### config.mk
export PLATFORM = sky130hd
export DESIGN_NAME = acorn_encrypt_process
export DESIGN_NICKNAME = d
export VERILOG_FILES = /design/src/rtl/acorn_pkg.sv /design/src/rtl/acorn_step.sv /design/src/rtl/acorn_encrypt_process.sv
export SDC_FILE = /design/constraint.sdc
export NUM_CORES = 1
export LEC_CHECK = 0
export ABC_AREA = 1
export CAP_MARGIN = 20
export CORE_MARGIN = 5
export CORE_UTILIZATION = 35
export CTS_CLUSTER_SIZE = 24
export DETAILED_ROUTE_END_ITERATION = 10
export PLACE_DENSITY = 0.61
export SYNTH_ARGS = -nofsm -noshare
export SYNTH_HDL_FRONTEND = slang
export SYNTH_HIERARCHICAL = 1
export SYNTH_SLANG_ARGS = --single-unit
### constraint.sdc
create_clock -name clk -period 2.2 [get_ports clk]
set_input_delay 0.55 -clock clk [delete_from_list [all_inputs] [get_ports clk]]
set_output_delay 0.55 -clock clk [all_outputs]
set_load 0.01 [all_outputs]
### src/rtl/acorn_pkg.sv
// ACORN-128 shared types and constants.
// Used by the init, AD, encrypt and finalization stages.
package acorn_pkg;

   localparam int ACORN_STATE_W      = 293;
   localparam int ACORN_PAD_STEPS    = 256;
   localparam int ACORN_CA_ONE_STEPS = 128;

   typedef logic [ACORN_STATE_W-1:0] acorn_state_t;

   typedef enum logic [1:0] {
      IDLE,
      MSG,
      PAD,
      DONE
   } enc_fsm_t;

   function automatic logic maj(
      input logic x,
      input logic y,
      input logic z
   );
      return (x & y) ^ (x & z) ^ (y & z);
   endfunction

   function automatic logic ch(
      input logic x,
      input logic y,
      input logic z
   );
      return (x & y) ^ (~x & z);
   endfunction

endpackage

### src/rtl/acorn_step.sv
// One ACORN-128 state update, purely combinational.
// Shared by the init, encrypt and finalization stages.
module acorn_step
   import acorn_pkg::*;
(
   input  acorn_state_t state,
   input  logic         m,
   input  logic         ca,
   input  logic         cb,
   output acorn_state_t next_state,
   output logic         ks
);

   acorn_state_t s;
   logic         fb;

   // LFSR feedback is chained: each line sees prior updates
   always_comb begin
      s      = state;
      s[289] = s[289] ^ s[235] ^ s[230];
      s[230] = s[230] ^ s[196] ^ s[193];
      s[193] = s[193] ^ s[160] ^ s[154];
      s[154] = s[154] ^ s[111] ^ s[107];
      s[107] = s[107] ^ s[66]  ^ s[61];
      s[61]  = s[61]  ^ s[23]  ^ s[0];

      ks = s[12] ^ s[154]
         ^ maj(s[235], s[61], s[193])
         ^ ch(s[230], s[111], s[66]);

      fb = s[0] ^ ~s[107]
         ^ maj(s[244], s[23], s[160])
         ^ (ca & s[196])
         ^ (cb & ks)
         ^ m;

      next_state = {fb, s[ACORN_STATE_W-1:1]};
   end

endmodule

### src/rtl/acorn_encrypt_process.sv
// ACORN-128 encryption stage: bit-serial plaintext
// absorption followed by the fixed padding phase.
module acorn_encrypt_process
   import acorn_pkg::*;
#(
   parameter int LEN_W        = 16,
   parameter int PAD_STEPS    = ACORN_PAD_STEPS,
   parameter int CA_ONE_STEPS = ACORN_CA_ONE_STEPS
) (
   input  logic             clk,
   input  logic             rst,
   input  logic             start,
   input  acorn_state_t     state_in,
   input  logic [LEN_W-1:0] pc_len,
   input  logic             pt_bit,
   input  logic             pt_valid,
   output logic             pt_ready,
   output logic             ct_bit,
   output logic             ct_valid,
   output logic             busy,
   output logic             done,
   output acorn_state_t     state_out
);

   localparam logic [7:0] PAD_LAST = 8'(PAD_STEPS - 1);

   enc_fsm_t         fsm;
   enc_fsm_t         fsm_nx;
   acorn_state_t     st;
   acorn_state_t     st_step;
   logic [LEN_W-1:0] len;
   logic [LEN_W-1:0] cnt;
   logic [7:0]       pcnt;
   logic             step_m;
   logic             step_ca;
   logic             ks;
   logic             accept;
   logic             ct_bit_q;
   logic             ct_valid_q;

   acorn_step u_step (
      .state      (st),
      .m          (step_m),
      .ca         (step_ca),
      .cb         (1'b0),
      .next_state (st_step),
      .ks         (ks)
   );

   always_comb begin
      fsm_nx   = fsm;
      step_m   = 1'b0;
      step_ca  = 1'b0;
      accept   = 1'b0;
      pt_ready = 1'b0;
      unique case (fsm)
         IDLE: begin
            if (start)
               fsm_nx = (pc_len != '0) ? MSG : PAD;
         end
         MSG: begin
            pt_ready = (cnt < len);
            accept   = pt_valid & pt_ready;
            step_m   = pt_bit;
            step_ca  = 1'b1;
            if (accept && cnt == len - LEN_W'(1))
               fsm_nx = PAD;
         end
         PAD: begin
            step_m  = (pcnt == 8'd0);
            step_ca = (int'(pcnt) < CA_ONE_STEPS);
            if (pcnt == PAD_LAST)
               fsm_nx = DONE;
         end
         DONE: fsm_nx = IDLE;
         default: fsm_nx = IDLE;
      endcase
   end

   always_ff @(posedge clk or negedge rst) begin
      if (!rst) fsm <= IDLE;
      else      fsm <= fsm_nx;
   end

   always_ff @(posedge clk or negedge rst) begin
      if (!rst) begin
         st         <= '0;
         len        <= '0;
         cnt        <= '0;
         pcnt       <= '0;
         ct_bit_q   <= 1'b0;
         ct_valid_q <= 1'b0;
      end else begin
         ct_valid_q <= accept;
         unique case (fsm)
            IDLE: begin
               if (start) begin
                  st   <= state_in;
                  len  <= pc_len;
                  cnt  <= '0;
                  pcnt <= '0;
               end
            end
            MSG: begin
               if (accept) begin
                  st       <= st_step;
                  ct_bit_q <= pt_bit ^ ks;
                  cnt      <= cnt + LEN_W'(1);
               end
            end
            PAD: begin
               st <= st_step;
               // pcnt parks at the last step
               if (pcnt != PAD_LAST)
                  pcnt <= pcnt + 8'd1;
            end
            default: ;
         endcase
      end
   end

   assign ct_bit    = ct_bit_q;
   assign ct_valid  = ct_valid_q;
   assign busy      = (fsm == MSG) || (fsm == PAD);
   assign done      = (fsm == DONE);
   assign state_out = st;

endmodule

==> impl_metrics.toml <==
[outcome]
outcome = "finished with violations"
violations = "setup timing"

[synth]
synth_top_family_by_area = "buffers and inverters"
ys_seq_elements = 337
synth_top_cell_by_area = "dfrtp_1"
netlist-cell-type-count = 40
ys_seq_area_share_pct = 41.7
syn_area_per_cell_um2 = 9.55
synth.area.mux_share_pct = 14.5
synth_cells = 2117
synth-compound-area-share_pct = 11.0
synth_area_um2 = 20200
synthArstFlopShare_pct = 100
synth_fa_ha_area_share_pct = 1.49
synth_edf_count = 0
synthTopCellsByArea = "dfrtp_1 (42%), mux2i_1 (15%), buf_4 (11%)"
yosysTopAreaCellShare_pct = 41.7
synthFlopType = "dfrtp_1"
synth_xor_area_share_pct = 1.32
yosys_warnings = 6
synth-simple-area-share_pct = 13.2

[placement]
portBuffers = 611
post-place-ws_ns = -0.345
place_congestion = 0.898
dpl.hpwl_um = 49300
place_inst = 3231
place_area_um2 = 25500

[clock_tree]
cts.htree.levels = 2
cts_made_buffers = 42
clkTransAtPathRegs_ns = 0.07
clock_path_buffers = 3
insertion_delay_ns = 0.57
clockRootBuffer = "clkbuf_16"
cts_sinks = 337
cts_tree = "built"

[worst_setup_path]
rrSetupSlack_ns = -0.32
start_kind = "flop"
worstPathArrival_ns = 2.01
worst_ep_required_time_ns = 1.65
worstSetupPathType = "reg -> out"
rr_worst_depth = 16
timing.rr.start = "len[15]"
timing.rr.end = "state_out[93]"
cp-end-kind = "output pin"
critPathMaxFanout = 2

[cells_and_area]
syn2layout_area_growth_pct = 50.6
finalNonFillerCells = 3423
design_area_um2 = 30500
drive_gt1_share_pct = 27.1
nets = 2959

[sta]
setup_viol = 294
hold_ws_ns = 0.511
period_minus_slack_ns = 2.56
max_slew_margin_pct = 65.4
max_freq_mhz = 391
hold_viol_final = 0
layout_worst_path_cycle_share_pct = 116
rsz0062_at_grt = "true"
maxSlewViolCount = 0
worst_slew_pin_slew_ns = 0.519
fin_ws_ns = -0.358
skew_ns = 0.0190

[die]
pin_count = 612
core.rowCount = 88
dieArea_um2 = 62700
core_area_um2 = 57500
start_util_pct = 35.2
die_width_um = 250
die_y_um = 250

[pwr]
leakagePower_nw = 13.7
p_per_area_nw_per_um2 = 1810
peakVddDrop_uv = 772

[route]
drtIter0Drc = 851
drtPass1Iterations = 5
wirelength_um = 71600
vias_per_cell = 4.84
wire_per_inst_um = 20.9
vias = 16600
drtAntennaViolNets = 0
drc_errors = 0

[worst_hold_path]
min_path_type = "in -> async"

[global_routing]
overflow = 0
grt_pass1_wl_um = 106000
grt_pass1_vias = 17200
grt_max_degree = 60
track_usage_pct = 21.5
antenna_found_initial = 9

[run]
maxCapViolCount = 0
## cell usage after synthesis, types with 3 or more instances
master	instances
nand2_1	382
dfrtp_1	337
mux2i_1	293
buf_4	292
o21ai_1	145
o21ai_2	112
nand2_2	87
o21ai_0	80
inv_1	73
nor2_1	55
buf_6	43
clkbuf_1	42
nand3_1	33
ha_1	24
xor2_1	19
a21oi_1	15
buf_12	9
xnor2_1	9
nand4_1	8
nor3_1	7
or2_2	7
nand3b_1	6
nand3_2	5
nor4_1	5
buf_2	4
buf_8	4
inv_2	3
## final cells by class
cell class,instances,area [um^2]
diodes,5,12.5
clock buffers,54,1230
clock inverters,22,234
fillers,5101,27000
inverters,78,293
multi-input cells,1309,9210
flip-flops and latches,337,8450
well taps,765,957
repair buffers,853,10100
## metal layers
metal,global-route usage [%],share of wire (%),vias to the layer above
li1,-,-,7824
met1,26.5,40,8134
met4,6.94,2.9,6
met2,37.4,51,457
met3,5.13,6.1,131
met5,0,0.050,-
## worst max-delay path: stages (launching register included)
cell     delay (ns)
dfrtp_1        0.34
inv_1          0.05
ha_1           0.30
a21oi_1        0.16
o21ai_0        0.12
a21oi_2        0.17
nand2_2        0.09
nor2_4         0.10
buf_6          0.12
## state kept, by name (all words and copies together) (netlist names)
register   cells
ct_bit         1
len           16
pcnt           8
fsm            2
state_out    293
ct_valid       1
cnt           16
## cell families (layout without fill, tap and decap cells)
logic type | Yosys count | count (layout)
other | 1 | 7
and+or+nand+nor | 604 | 604
DFF | 337 | 337
adders and majority gates | 24 | 24
buffers and inverters | 472 | 1007
AOI/OAI and AO/OA | 357 | 357
muxes | 293 | 293
xor gates and xnor gates | 29 | 29
## metrics by stage
stage | power, mW | setup TNS [ns] | utilization, %
2_1_floorplan | 31.2 | 0 | -
3_3_place_gp | 38.3 | -8.74 | 44.5
3_5_place_dp | 38.8 | -13.47 | 44.5
4_1_cts | 53.7 | -103.59 | 51.7
5_1_grt | 58.2 | -103.58 | 53.0
6_report | 55.0 | -62.29 | 53.0
## worst max-delay path by stage
stage | from | endpoint | slack, ns | cells after the start
after floorplan | fsm[0] | state_out[292] | 0.004 | 17
after global placement | len[5] | pt_ready | -0.33 | 10
after detailed placement | len[3] | pt_ready | -0.34 | 10
after CTS | len[3] | pt_ready | -0.45 | 10
after global routing | len[5] | pt_ready | -0.48 | 10
final | len[11] | pt_ready | -0.36 | 8
## cell usage in the layout, fill, tap and decap left out, types with 31 or more instances in the layout
master           count
buf_4               87
nor2_1              48
inv_1               64
nand3_1             31
clkbuf_16           58
o21ai_2            151
clkdlybuf4s50_1    578
buf_16              50
o21ai_0             34
dfrtp_1            321
nand2_4             34
nand2_2            142
o21ai_1            150
nand2_1            292
mux2i_1            293
buf_12              49
## power by group
part / internal (mW) / switching [mW] / total (mW) / leakage (nW)
logic: 18.9 / 16.3 / 35.2 / 8.79
registers: 9.27 / 3.15 / 12.4 / 4.17
clock network: 4.43 / 2.89 / 7.32 / 0.729
## timing repair
item	4_1_cts	5_1_grt
hold buffers	1	0
pin swaps	13	25
gates cloned	51	14
hold endpoints to repair	36	0
setup endpoints to repair	240	334
buffers inserted	50	15
resized for setup	293	196
(Power assumes the default switching activity.)
